[config.mk]
export PLATFORM = sky130hd
export DESIGN_NAME = axilite_uart_console_master
export DESIGN_NICKNAME = d
export VERILOG_FILES = /design/src/rtl/axilite_uart_console_master.sv
export SDC_FILE = /design/constraint.sdc
export NUM_CORES = 1
export LEC_CHECK = 0
export CAP_MARGIN = 15
export CELL_PAD_IN_SITES_DETAIL_PLACEMENT = 1
export CELL_PAD_IN_SITES_GLOBAL_PLACEMENT = 2
export CORE_ASPECT_RATIO = 0.75
export CORE_MARGIN = 2
export CORE_UTILIZATION = 38
export DETAILED_ROUTE_END_ITERATION = 16
export DONT_BUFFER_PORTS = 1
export GPL_TIMING_DRIVEN = 0
export HOLD_SLACK_MARGIN = 0.12
export PLACE_DENSITY_LB_ADDON = 0.12
export SLEW_MARGIN = 40
export SYNTH_ARGS = -nofsm -noshare
export SYNTH_HDL_FRONTEND = slang
export SYNTH_SLANG_ARGS = --single-unit
[constraint.sdc]
create_clock -name clock_i -period 4.2 [get_ports clock_i]
set_clock_uncertainty 0.1 [all_clocks]
set_input_delay 0.84 -clock clock_i [delete_from_list [all_inputs] [get_ports clock_i]]
set_output_delay 0.84 -clock clock_i [all_outputs]
set_load 0.01 [all_outputs]
[src/rtl/axilite_uart_console_master.sv]
// AXI4-Lite initiator that drives a UART Lite register map and bridges its FIFOs to byte streams.
// Optional macro UART_CONSOLE_IRQ_EN: interrupt-driven polling and CTRL=0x13 at init.
module axilite_uart_console_master #(
  parameter logic [31:0] BASE_ADDR     = 32'h0000_0000,
  parameter int unsigned POLL_INTERVAL = 16
) (
  input  logic        clock_i,
  input  logic        reset_ni,
  output logic [31:0] m_axilite_awaddr,
  output logic [2:0]  m_axilite_awprot,
  output logic        m_axilite_awvalid,
  input  logic        m_axilite_awready,
  output logic [31:0] m_axilite_wdata,
  output logic [3:0]  m_axilite_wstrb,
  output logic        m_axilite_wvalid,
  input  logic        m_axilite_wready,
  input  logic [1:0]  m_axilite_bresp,
  input  logic        m_axilite_bvalid,
  output logic        m_axilite_bready,
  output logic [31:0] m_axilite_araddr,
  output logic [2:0]  m_axilite_arprot,
  output logic        m_axilite_arvalid,
  input  logic        m_axilite_arready,
  input  logic [31:0] m_axilite_rdata,
  input  logic [1:0]  m_axilite_rresp,
  input  logic        m_axilite_rvalid,
  output logic        m_axilite_rready,
  input  logic [7:0]  tx_data_i,
  input  logic        tx_valid_i,
  output logic        tx_ready_o,
  output logic [7:0]  rx_data_o,
  output logic        rx_valid_o,
  input  logic        rx_ready_i,
  input  logic        int_i,
  output logic        err_o,
  output logic [7:0]  dbg_o
);

  // Handshakes: a transfer happens on a rising clock edge where valid and ready are both 1;
  // valid, once raised, holds with stable payload until that edge; ready may change freely.

  typedef enum logic [3:0] {
    ST_INIT    = 4'd0,
    ST_INIT_B  = 4'd1,
    ST_IDLE    = 4'd2,
    ST_STAT_AR = 4'd3,
    ST_STAT_R  = 4'd4,
    ST_RX_AR   = 4'd5,
    ST_RX_R    = 4'd6,
    ST_TX_AW   = 4'd7,
    ST_TX_B    = 4'd8
  } state_e;

  localparam logic [31:0] RX_OFF   = 32'h0;
  localparam logic [31:0] TX_OFF   = 32'h4;
  localparam logic [31:0] STAT_OFF = 32'h8;
  localparam logic [31:0] CTRL_OFF = 32'hC;
`ifdef UART_CONSOLE_IRQ_EN
  localparam logic [31:0] CTRL_INIT = 32'h13;
`else
  localparam logic [31:0] CTRL_INIT = 32'h03;
`endif
  localparam logic [15:0] POLL_LAST = 16'(POLL_INTERVAL - 1);

  state_e      state_q, state_d;
  logic [31:0] awaddr_q, awaddr_d, wdata_q, wdata_d, araddr_q, araddr_d;
  logic        awvalid_q, awvalid_d, wvalid_q, wvalid_d, bready_q, bready_d;
  logic        arvalid_q, arvalid_d, rready_q, rready_d, req_sent_q, req_sent_d;
  logic        tx_full_q, tx_full_d, rx_full_q, rx_full_d, err_q, err_d;
  logic [7:0]  tx_byte_q, tx_byte_d, rx_data_q, rx_data_d;
  logic        rx_avail_q, rx_avail_d, tx_fifo_full_q, tx_fifo_full_d;
  logic        last_rx_q, last_rx_d, init_done_q, init_done_d;
  logic [15:0] poll_cnt_q, poll_cnt_d;
`ifdef UART_CONSOLE_IRQ_EN
  logic        int_q, int_d, irq_pend_q, irq_pend_d;
`endif

  logic aw_ok, w_ok, rx_elig, tx_elig, idle_go, tx_ready;
  logic unused_ok;

  assign unused_ok = ^{m_axilite_rdata[31:8], int_i};
  assign tx_ready  = init_done_q && !tx_full_q;

  always_comb begin
    state_d        = state_q;
    awaddr_d       = awaddr_q;
    awvalid_d      = awvalid_q;
    wdata_d        = wdata_q;
    wvalid_d       = wvalid_q;
    bready_d       = bready_q;
    araddr_d       = araddr_q;
    arvalid_d      = arvalid_q;
    rready_d       = rready_q;
    req_sent_d     = req_sent_q;
    tx_full_d      = tx_full_q;
    tx_byte_d      = tx_byte_q;
    rx_full_d      = rx_full_q;
    rx_data_d      = rx_data_q;
    err_d          = err_q;
    rx_avail_d     = rx_avail_q;
    tx_fifo_full_d = tx_fifo_full_q;
    last_rx_d      = last_rx_q;
    init_done_d    = init_done_q;
    poll_cnt_d     = poll_cnt_q;
    rx_elig        = 1'b0;
    tx_elig        = 1'b0;
    aw_ok          = !awvalid_q || m_axilite_awready;
    w_ok           = !wvalid_q || m_axilite_wready;
`ifdef UART_CONSOLE_IRQ_EN
    int_d      = int_i;
    irq_pend_d = irq_pend_q;
    // Poll at once on interrupt or a fresh TX byte; a full UART FIFO is retried on the interval.
    idle_go    = irq_pend_q || (tx_full_q && (!tx_fifo_full_q || poll_cnt_q == POLL_LAST));
`else
    idle_go    = (poll_cnt_q == POLL_LAST);
`endif

    if (tx_valid_i && tx_ready) begin
      tx_full_d = 1'b1;
      tx_byte_d = tx_data_i;
    end
    if (rx_full_q && rx_ready_i) rx_full_d = 1'b0;

    case (state_q)
      ST_INIT, ST_TX_AW: begin
        if (!req_sent_q) begin
          req_sent_d = 1'b1;
          awvalid_d  = 1'b1;
          wvalid_d   = 1'b1;
          awaddr_d   = BASE_ADDR + ((state_q == ST_INIT) ? CTRL_OFF : TX_OFF);
          wdata_d    = (state_q == ST_INIT) ? CTRL_INIT : {24'h0, tx_byte_q};
        end else begin
          if (m_axilite_awready) awvalid_d = 1'b0;
          if (m_axilite_wready)  wvalid_d  = 1'b0;
          if (aw_ok && w_ok) begin
            req_sent_d = 1'b0;
            bready_d   = 1'b1;
            state_d    = (state_q == ST_INIT) ? ST_INIT_B : ST_TX_B;
          end
        end
      end
      ST_INIT_B, ST_TX_B: begin
        if (m_axilite_bvalid && bready_q) begin
          bready_d = 1'b0;
          if (m_axilite_bresp != 2'b00) err_d = 1'b1;
          if (state_q == ST_INIT_B) begin
            init_done_d = 1'b1;
            poll_cnt_d  = 16'd0;
            state_d     = ST_IDLE;
          end else begin
            tx_full_d = 1'b0;
            state_d   = ST_STAT_AR;
          end
        end
      end
      ST_IDLE: begin
        poll_cnt_d = (poll_cnt_q == POLL_LAST) ? 16'd0 : poll_cnt_q + 16'd1;
        if (idle_go) state_d = ST_STAT_AR;
      end
      ST_STAT_AR, ST_RX_AR: begin
        if (!req_sent_q) begin
          req_sent_d = 1'b1;
          arvalid_d  = 1'b1;
          araddr_d   = BASE_ADDR + ((state_q == ST_STAT_AR) ? STAT_OFF : RX_OFF);
        end else if (m_axilite_arready) begin
          req_sent_d = 1'b0;
          arvalid_d  = 1'b0;
          rready_d   = 1'b1;
          state_d    = (state_q == ST_STAT_AR) ? ST_STAT_R : ST_RX_R;
        end
      end
      ST_STAT_R: begin
        if (m_axilite_rvalid && rready_q) begin
          rready_d       = 1'b0;
          if (m_axilite_rresp != 2'b00) err_d = 1'b1;
          rx_avail_d     = m_axilite_rdata[0];
          tx_fifo_full_d = m_axilite_rdata[3];
          rx_elig        = m_axilite_rdata[0] && !rx_full_q;
          tx_elig        = tx_full_q && !m_axilite_rdata[3];
          // last_rx hands the next turn to TX so neither direction starves the other.
          if (rx_elig && !(tx_elig && last_rx_q)) begin
            last_rx_d = 1'b1;
            state_d   = ST_RX_AR;
          end else if (tx_elig) begin
            last_rx_d = 1'b0;
            state_d   = ST_TX_AW;
          end else begin
            poll_cnt_d = 16'd0;
            state_d    = ST_IDLE;
          end
        end
      end
      ST_RX_R: begin
        if (m_axilite_rvalid && rready_q) begin
          rready_d  = 1'b0;
          if (m_axilite_rresp != 2'b00) err_d = 1'b1;
          rx_data_d = m_axilite_rdata[7:0];
          rx_full_d = 1'b1;
          state_d   = ST_STAT_AR;
        end
      end
      default: state_d = ST_INIT;
    endcase

`ifdef UART_CONSOLE_IRQ_EN
    if (state_d == ST_STAT_AR && state_q != ST_STAT_AR) irq_pend_d = 1'b0;
    if (int_i && !int_q) irq_pend_d = 1'b1;
`endif
  end

  always_ff @(posedge clock_i or negedge reset_ni) begin
    if (!reset_ni) begin
      state_q        <= ST_INIT;
      awaddr_q       <= 32'h0;
      awvalid_q      <= 1'b0;
      wdata_q        <= 32'h0;
      wvalid_q       <= 1'b0;
      bready_q       <= 1'b0;
      araddr_q       <= 32'h0;
      arvalid_q      <= 1'b0;
      rready_q       <= 1'b0;
      req_sent_q     <= 1'b0;
      tx_full_q      <= 1'b0;
      tx_byte_q      <= 8'h0;
      rx_full_q      <= 1'b0;
      rx_data_q      <= 8'h0;
      err_q          <= 1'b0;
      rx_avail_q     <= 1'b0;
      tx_fifo_full_q <= 1'b0;
      last_rx_q      <= 1'b0;
      init_done_q    <= 1'b0;
      poll_cnt_q     <= 16'd0;
`ifdef UART_CONSOLE_IRQ_EN
      int_q          <= 1'b0;
      irq_pend_q     <= 1'b0;
`endif
    end else begin
      state_q        <= state_d;
      awaddr_q       <= awaddr_d;
      awvalid_q      <= awvalid_d;
      wdata_q        <= wdata_d;
      wvalid_q       <= wvalid_d;
      bready_q       <= bready_d;
      araddr_q       <= araddr_d;
      arvalid_q      <= arvalid_d;
      rready_q       <= rready_d;
      req_sent_q     <= req_sent_d;
      tx_full_q      <= tx_full_d;
      tx_byte_q      <= tx_byte_d;
      rx_full_q      <= rx_full_d;
      rx_data_q      <= rx_data_d;
      err_q          <= err_d;
      rx_avail_q     <= rx_avail_d;
      tx_fifo_full_q <= tx_fifo_full_d;
      last_rx_q      <= last_rx_d;
      init_done_q    <= init_done_d;
      poll_cnt_q     <= poll_cnt_d;
`ifdef UART_CONSOLE_IRQ_EN
      int_q          <= int_d;
      irq_pend_q     <= irq_pend_d;
`endif
    end
  end

  assign m_axilite_awaddr  = awaddr_q;
  assign m_axilite_awprot  = 3'b000;
  assign m_axilite_awvalid = awvalid_q;
  assign m_axilite_wdata   = wdata_q;
  assign m_axilite_wstrb   = 4'hF;
  assign m_axilite_wvalid  = wvalid_q;
  assign m_axilite_bready  = bready_q;
  assign m_axilite_araddr  = araddr_q;
  assign m_axilite_arprot  = 3'b000;
  assign m_axilite_arvalid = arvalid_q;
  assign m_axilite_rready  = rready_q;
  assign tx_ready_o        = tx_ready;
  assign rx_data_o         = rx_data_q;
  assign rx_valid_o        = rx_full_q;
  assign err_o             = err_q;
  assign dbg_o             = {last_rx_q, tx_fifo_full_q, rx_avail_q, init_done_q, state_q};

endmodule

==> results of run 1 <==
==> worst paths after layout <==
check | startpoint | end | depth (start not counted)
min | reset_ni | tx_byte_q[5] | 1
min reg2reg | tx_byte_q[6] | m_axilite_wdata[6] | 1
max | state_q[1] | poll_cnt_q[13] | 7
max in group asynchronous | reset_ni | last_rx_q | 1
max reg2reg | state_q[1] | poll_cnt_q[13] | 7
min in group clock_i | tx_byte_q[6] | m_axilite_wdata[6] | 1
==> placed cells by master, fill, tap and decap left out, drive strengths merged, types with 3 or more instances in the layout <==
cell type	n
a211oi	3
a21o	3
a21oi	8
a221o	3
a22o	7
and3	3
buf	108
bufinv	3
clkbuf	12
conb	95
dfrtp	60
inv	16
mux2	19
nand2	28
nand2b	4
nand3	14
nand4	3
nor2	17
nor3	8
nor4	4
o21ai	27
o22ai	3
o31ai	3
or3	4
==> sequential cells by signal, indices dropped and copies added (netlist names), 2 cells and up <==
name and count:
poll_cnt_q 16, m_axilite_wdata 8, rx_data_o 8, tx_byte_q 8
state_q 4, m_axilite_awaddr 2
==> what timing repair did <==
item / in CTS / in global routing
gates resized for setup: 0 / 0
hold buffers: 1 / 0
endpoints found under the hold margin: 60 / 0
endpoints found under the setup margin: 0 / 0
setup buffers: 0 / 0
==> critical path, cell delays in order (launching register included) <==
cell	delay, ns
dfrtp_1	0.46
buf_6	0.18
nor2_2	0.31
nand3_1	0.22
a221o_1	0.51
buf_2	0.25
o21ai_1	0.15
o31ai_1	0.08
==> cell families (layout without fill, tap and decap cells) <==
group	count (synthesis)	in the layout	synth area share
buf+inv	124	141	0.2390
simple gates	97	97	0.1364
compound gates	72	72	0.1340
flops	60	60	0.4175
mux	21	21	0.06507
other cells	2	95	0.002088
fa+ha+maj	1	1	0.003479
xor+xnor	1	1	0.002436
==> layer usage <==
| layer | track usage | part of all wire | up-vias |
|---|---|---|---|
| met5 | 0 | 0 | - |
| met4 | 0.04545 | 0.010 | 0 |
| met3 | 0.05068 | 0.088 | 6 |
| met2 | 0.2896 | 0.46 | 110 |
| met1 | 0.2382 | 0.44 | 1319 |
| li1 | - | - | 1327 |
==> cell type report <==
cell class / count / area (um2) / share of cell area
Inverter: 14 / 52.55 / 0.01170
Clock inverter: 7 / 122.6 / 0.02731
Clock buffer: 9 / 225.2 / 0.05015
Tap cell: 128 / 160.2 / 0.03566
Timing Repair Buffer: 1 / 27.53 / 0.006130
Sequential cell: 60 / 1501 / 0.3344
Multi-Input combinational cell: 287 / 1594 / 0.3550
Buffer: 110 / 807.0 / 0.1797
==> power by group through the flow <==
stage | clock network, mW | registers (mW) | logic [mW]
after CTS | 0.869 | 0.982 | 0.960
after detailed placement | 0 | 0.993 | 0.934
after floorplan | 0 | 0.936 | 0.741
final | 0.853 | 0.979 | 0.961
after global placement | 0 | 0.984 | 0.904
after global routing | 0.899 | 1.01 | 1.07
==> through the flow <==
stage | setup WS (ns) | cell area [um2] | total power [mW] | util
4_1_cts | 1.794 | 4486 | 2.811 | 0.4918
3_3_place_gp | 1.814 | 4105 | 1.888 | 0.4501
5_1_grt | 1.640 | 4491 | 2.975 | 0.4923
6_report | 1.791 | 4491 | 2.793 | 0.4923
2_1_floorplan | 1.967 | 3945 | 1.678 | -
3_5_place_dp | 1.805 | 4110 | 1.927 | 0.4506
==> impl_metrics.toml, run 1 <==
[synthesis]
synth_top_area_share = 0.4175
synthArstFlopShare = 1.000
synth_common_cells = "101 x buf_4, 60 x dfrtp_1, 28 x nand2_1"
synth_area_leader_cell = "dfrtp_1"
ys_types = 51
syn_inst = 378
synth-edff-count = 0
synth_flop_cell = "dfrtp_1"
synth_most_common_cell = "buf_4"
ys_seq_elements = 60
yosysWarnings = 0
netlist_area_um2 = 3596
synthTopCellsByArea = "dfrtp_1 42%, buf_4 21%, mux2_2 5.9%, nand2_1 2.9%, o21ai_0 2.5%"
avgSynthCellArea_um2 = 9.513
synth_seq_area_share = 0.4175

[flow_run]
drv_cap = 0

[routing]
ant_nets = 0
drc_errors = 0
routedWlPerCell_um = 14.45
first_iter_violations = 52
via_per_inst = 4.484
routed_wl_mm = 8.899
vias = 2762
drt_pre_antenna_iters = 4

[timing]
slew_headroom = 0.4976
rsz0062_at_grt = "no"
timing.hold.ws_ns = 0.2830
setup-tns-final_ns = 0
setup_viol = 0
period_minus_slack_ns = 2.409
report.final.slew_viol_count = 0
fmax_mhz = 415.1
max_slew.worst_pin.slew_ns = 0.7468
finalHoldViolations = 0
post-route-period-util = 0.5736

[floorplanning]
core_area_um2 = 9121
io_pins = 184
dieArea_um2 = 10270
start_util = 0.3942
die_h_um = 88.25
die_w_um = 116.3
rows = 30

[worst_setup_path]
critPathLaunchType = "flop"
end_kind = "flop"
critPathMaxFanout = 10
ff2ff_setup_slack_ns = 1.79
crit_required_ns = 4.30
arrival_ns = 2.50
worstSetupPathType = "flop to flop"

[grt]
antenna_found_initial = 0
grt_max_degree = 61
overflow = 0
grt_pass1_vias = 2701
grt_pass1_wl_mm = 14.15
grt.total_usage = 0.1787

[hold_path]
hold_path.class = "input pin to asynchronous set/reset pin"

[cts]
clkTransAtPathRegs_ns = 0.06
tritoncts = "built"
cts_made_buffers = 9
clk_latency_ns = 0.33
cts-htree-levels = 3
root_buffer = "clkbuf_16"
clock_path_buffers = 2
cts_sinks = 60

[placement]
hpwl_mm = 6.657
dp_cells = 599
place_congestion = 0.8233
port-buffer-count = 0

[cells_and_area]
drive_gt1_frac = 0.3053
layout.nets = 538
finalNonFillerCells = 616
diodes = 0
area_growth_pct = 24.88
n_fill_cell = 1077

[power]
swShare = 0.3703
p_per_area_nw_per_um2 = 622.0
clkPwrFrac = 0.305
pwr-share-seq = 0.350
p_int_mw = 1.759
switchingPower_mw = 1.034
p_comb_frac = 0.344
ir_drop_mv = 0.2602
p_leak_nw = 2.278

[status]
status = "finished, final reports clean"
(Power assumes the default switching activity.)
==> inputs of run 2 (changes only) <==
Settings changed: CORE_UTILIZATION 38 to 32.
Clock period 4.2 ns to 2.05 ns, I/O delays scaled along.
==> impl_metrics.toml, run 2 (synthesis gave the netlist of run 1 again) <==
[status]
status = "complete, but fails checks"
violations = "negative setup slack"

[cells_and_area]
top_register = "poll_cnt_q"
stdcell_area_um2 = 4891
final_common_cell = "buf_4"
layout.nets = 564
layout_common_cells = "117 x buf_4, 95 x conb_1, 56 x dfrtp_1"
finalNonFillerCells = 654
diodes = 0
final_util = 0.4470
area_growth_pct = 36.01
largest_register_ffs = 16
drive_gt1_frac = 0.3911

[floorplanning]
io_pins = 184
core_area_um2 = 10940
die_h_um = 95.81
start_util = 0.3286
dieArea_um2 = 12110
rows = 33
die_w_um = 126.4

[timing]
setup_slack_ns = -0.04734
period_minus_slack_ns = 2.097
finalHoldViolations = 0
report.final.slew_viol_count = 0
max_slew.worst_pin.slew_ns = 0.5476
setup_viol = 6
timing.hold.ws_ns = 0.1306
post-route-period-util = 1.023
fmax_mhz = 476.8
slew_headroom = 0.6349
rsz0062_at_grt = "yes"
setup-tns-final_ns = -0.1167

[routing]
vias = 2829
first_iter_violations = 152
ant_nets = 0
via_per_inst = 4.326
routedWlPerCell_um = 14.34
routed_wl_mm = 9.381
drt_pre_antenna_iters = 4
drc_errors = 0

[placement]
postPlaceCellArea_um2 = 4125
hpwl_mm = 6.789
place_congestion = 0.8097
dp_cells = 611
port-buffer-count = 0
pre_cts_ws_ns = -0.3824

[worst_setup_path]
cp_slowest_cell = "dfrtp_2"
worstSetupPathType = "flop to flop"
end_kind = "flop"
crit_path_max_incr_delay_ns = 0.46
critPathLaunchType = "flop"
cp_cell_sequence = "buf_6 > and2b_4 > o21ba_4 > a221o_2 > or4_4 > nand3_2"
crit_required_ns = 2.21
critPathMaxFanout = 4
arrival_ns = 2.26

[cts]
clk_latency_ns = 0.33
cts_sinks = 60
cts_made_buffers = 9
clkTransAtPathRegs_ns = 0.05
clock_path_buffers = 2
tritoncts = "built"
cts-htree-levels = 3
root_buffer = "clkbuf_16"

[power]
ir_drop_mv = 0.5865
power_mw = 6.210
p_per_area_nw_per_um2 = 1270
p_leak_nw = 2.437

[grt]
antenna_found_initial = 0
grt_pass1_wl_mm = 14.85
grt_pass1_vias = 2825
grt_max_degree = 61
grt.total_usage = 0.1554
overflow = 0

[hold_path]
hold_path.class = "input pin to flop"

[flow_run]
drv_cap = 0
## run 2: cell types whose count changed in the layout (fill, tap and decap cells not counted), moves of 4 or more
| cell | previous run | this run |
|---|---|---|
| buf_6 | 1 | 6 |
| a21oi_1 | 8 | 4 |
| buf_4 | 101 | 117 |
| buf_2 | 5 | 0 |
| o21ai_0 | 18 | 11 |
| dlygate4sd3_1 | 0 | 9 |
| o21ai_2 | 0 | 5 |
| a21oi_2 | 0 | 4 |
| dfrtp_2 | 0 | 4 |
| dfrtp_1 | 60 | 56 |
## run 2: final timing paths
kind	slack, ns	depth (start not counted)	to	from
max	-0.05	6	state_q[2]	state_q[1]
max reg2reg	-0.05	6	state_q[2]	state_q[1]
max in group asynchronous	1.06	2	state_q[0]	reset_ni
min in group asynchronous	0.51	2	poll_cnt_q[6]	reset_ni
min	0.13	1	rx_data_o[6]	m_axilite_rdata[6]
min reg2reg	0.39	1	m_axilite_wdata[4]	tx_byte_q[4]
## run 2: layout make-up
cell class	instances	area, um2
plain buffers	108	827.0
clock buffers	10	239.0
clock inverters	6	63.81
fillers	1264	6051
inverters	14	52.55
multi-input cells	287	1747
flip-flops and latches	60	1506
well taps	140	175.2
repair buffers	29	280.3
## run 2: report_power, final
group          leakage, nW  internal [mW]  total, mW  switching (mW)
registers            0.745           1.59       2.04           0.448
logic                 1.55           1.29       2.66            1.37
clock network        0.144          0.970       1.52           0.547
total                 2.44           3.84       6.21            2.37
## run 2: routing by layer
metal	vias up	GRT usage	part of all wire
li1	1382	-	-
met1	1334	0.2084	0.46
met2	107	0.2455	0.46
met3	6	0.04725	0.073
met4	0	0.04212	0.0093
met5	-	0	0
## run 2: worst max-delay path, delay by kind of cell (launching register included)
family                 cells  cell delay, ns
AND/OR/NAND/NOR            3            0.69
AO/OA/AOI/OAI              2            0.63
flip-flops                 1            0.46
buffers and inverters      1            0.15
## run 2: timing repair
| action | in CTS | in global routing |
|---|---|---|
| setup endpoints to repair | 30 | 29 |
| setup buffers | 14 | 5 |
| pin swaps | 7 | 6 |
| gates resized for setup | 27 | 35 |
| hold buffers | 9 | 1 |
| endpoints found under the hold margin | 67 | 1 |
| gates cloned | 0 | 0 |
==> inputs of run 3 (changes only) <==
Settings changed: CORE_UTILIZATION 32 to 36.
Clock period 2.05 ns to 2 ns, I/O delays scaled along.
==> impl_metrics.toml, run 3 (synthesis gave the netlist of run 1 again) <==
[cts]
clk_latency_ns = 0.33
clock_path_buffers = 2
cts-htree-levels = 3
cts_sinks = 60
root_buffer = "clkbuf_16"
clkTransAtPathRegs_ns = 0.05
tritoncts = "built"
cts_made_buffers = 9

[placement]
port-buffer-count = 0
pre_cts_ws_ns = -0.4102
hpwl_mm = 6.463
place_congestion = 0.8010

[worst_setup_path]
ff2ff_setup_slack_ns = -0.1
cp_slowest_cell = "or4_4"
reg2reg_from = "state_q[0]"
end_kind = "flop"
worstSetupPathType = "flop to flop"
cp_cell_sequence = "buf_6 > xor2_2 > a32o_1 > a221o_2 > or4_4 > nand3_2"
critPathLaunchType = "flop"
r2r_end = "state_q[2]"
critPathMaxFanout = 7
arrival_ns = 2.26
crit_path_max_incr_delay_ns = 0.44
crit_required_ns = 2.17
reg2reg_depth = 6

[timing]
fmax_mhz = 477.0
period_minus_slack_ns = 2.096
setup-tns-final_ns = -0.7592
report.final.slew_viol_count = 0
rsz0062_at_grt = "yes"
post-route-period-util = 1.048
setup_viol = 18
setup_slack_ns = -0.09647
finalHoldViolations = 0

[power]
p_per_area_nw_per_um2 = 1337
ir_drop_mv = 0.6057
p_leak_nw = 2.520
power_mw = 6.782

[grt]
antenna_found_initial = 0
grt_pass1_vias = 3054
overflow = 0
grt_max_degree = 61
grt.total_usage = 0.1822
grt_pass1_wl_mm = 15.57

[hold_path]
hold_path.class = "input pin to flop"
worstHoldStart = "tx_data_i[4]"
worstHoldEndpoint = "tx_byte_q[4]"
hold_path_depth = 1

[cells_and_area]
final_common_cell = "buf_4"
drive_gt1_frac = 0.3951
n_fill_cell = 1116
diodes = 0
largest_register_ffs = 16
area_growth_pct = 41.09
final_util = 0.5232
top_register = "poll_cnt_q"
layout_common_cells = "121 x buf_4, 95 x conb_1, 56 x dfrtp_1"
layout.nets = 580

[flow_run]
drv_cap = 0

[routing]
drt_pre_antenna_iters = 5
vias = 2961
drc_errors = 0
routed_wl_mm = 9.918
first_iter_violations = 82
routedWlPerCell_um = 15.00
via_per_inst = 4.480
ant_nets = 0

[floorplanning]
rows = 31
die_w_um = 119.4
dieArea_um2 = 10810
io_pins = 184
start_util = 0.3708
core_area_um2 = 9697
die_h_um = 90.56

[status]
violations = "negative setup slack"
status = "complete, but fails checks"
==> run 3: changes by cell type in the layout (fill, tap and decap cells not counted), sizes merged <==
cell	delta
buf	+8
clkinv	-2
clkbuf	+2
dlygate4sd3	+7
==> run 3: stage by stage <==
stage / cells / hold WS (ns) / cell area, um2
5_1_grt: 661 / 0.1354 / 5074
2_1_floorplan: 471 / 0.004409 / 3949
4_1_cts: 647 / 0.1310 / 4805
6_report: 661 / 0.1337 / 5074
3_5_place_dp: 603 / 0.005252 / 4119
3_3_place_gp: 603 / 0.005503 / 4114
==> run 3: area by class of cell <==
type	instances	area (um2)	share of cell area
Multi-Input combinational cell	287	1780	0.3509
Sequential cell	60	1506	0.2969
Buffer	110	854.6	0.1684
Timing Repair Buffer	43	421.7	0.08311
Clock buffer	11	242.7	0.04784
Tap cell	132	165.2	0.03255
Inverter	14	52.55	0.01036
Clock inverter	4	50.05	0.009864
==> run 3: worst max-delay path by stage <==
| stage | start | cells past startpoint | to |
|---|---|---|---|
| floorplan | poll_cnt_q[0] | 8 | poll_cnt_q[14] |
| global placement | state_q[1] | 7 | poll_cnt_q[13] |
| detailed placement | state_q[1] | 7 | poll_cnt_q[8] |
| CTS | state_q[1] | 6 | state_q[2] |
| global route | state_q[0] | 6 | state_q[2] |
| finish | state_q[0] | 6 | state_q[2] |
==> run 3: worst max-delay path: cells and delay by family (launching register included) <==
family	cells	cell delay (ns)
simple gates	2	0.52
flops	1	0.42
xor+xnor	1	0.19
compound gates	2	0.63
buf+inv	1	0.17
==> run 3: timing repair <==
item / CTS / global route
endpoints found under the hold margin: 76 / 0
setup buffers: 12 / 12
hold buffers: 17 / 0
pin swaps: 6 / 13
resized for setup: 33 / 39
cloned: 0 / 2
endpoints found under the setup margin: 37 / 35
==> run 3: power breakdown <==
part           leakage (nW)  switching, mW  internal (mW)  total [mW]
registers             0.745          0.476           1.63        2.10
logic                  1.64           1.56           1.57        3.14
clock network         0.138          0.553          0.988        1.54
==> run 3: routing by layer <==
metal / routed length, um / track usage / part of all wire
met5: 0 / 0 / 0
met2: 4668 / 0.2921 / 0.47
met3: 828 / 0.06061 / 0.083
met4: 97 / 0.05980 / 0.0098
met1: 4324 / 0.2324 / 0.44
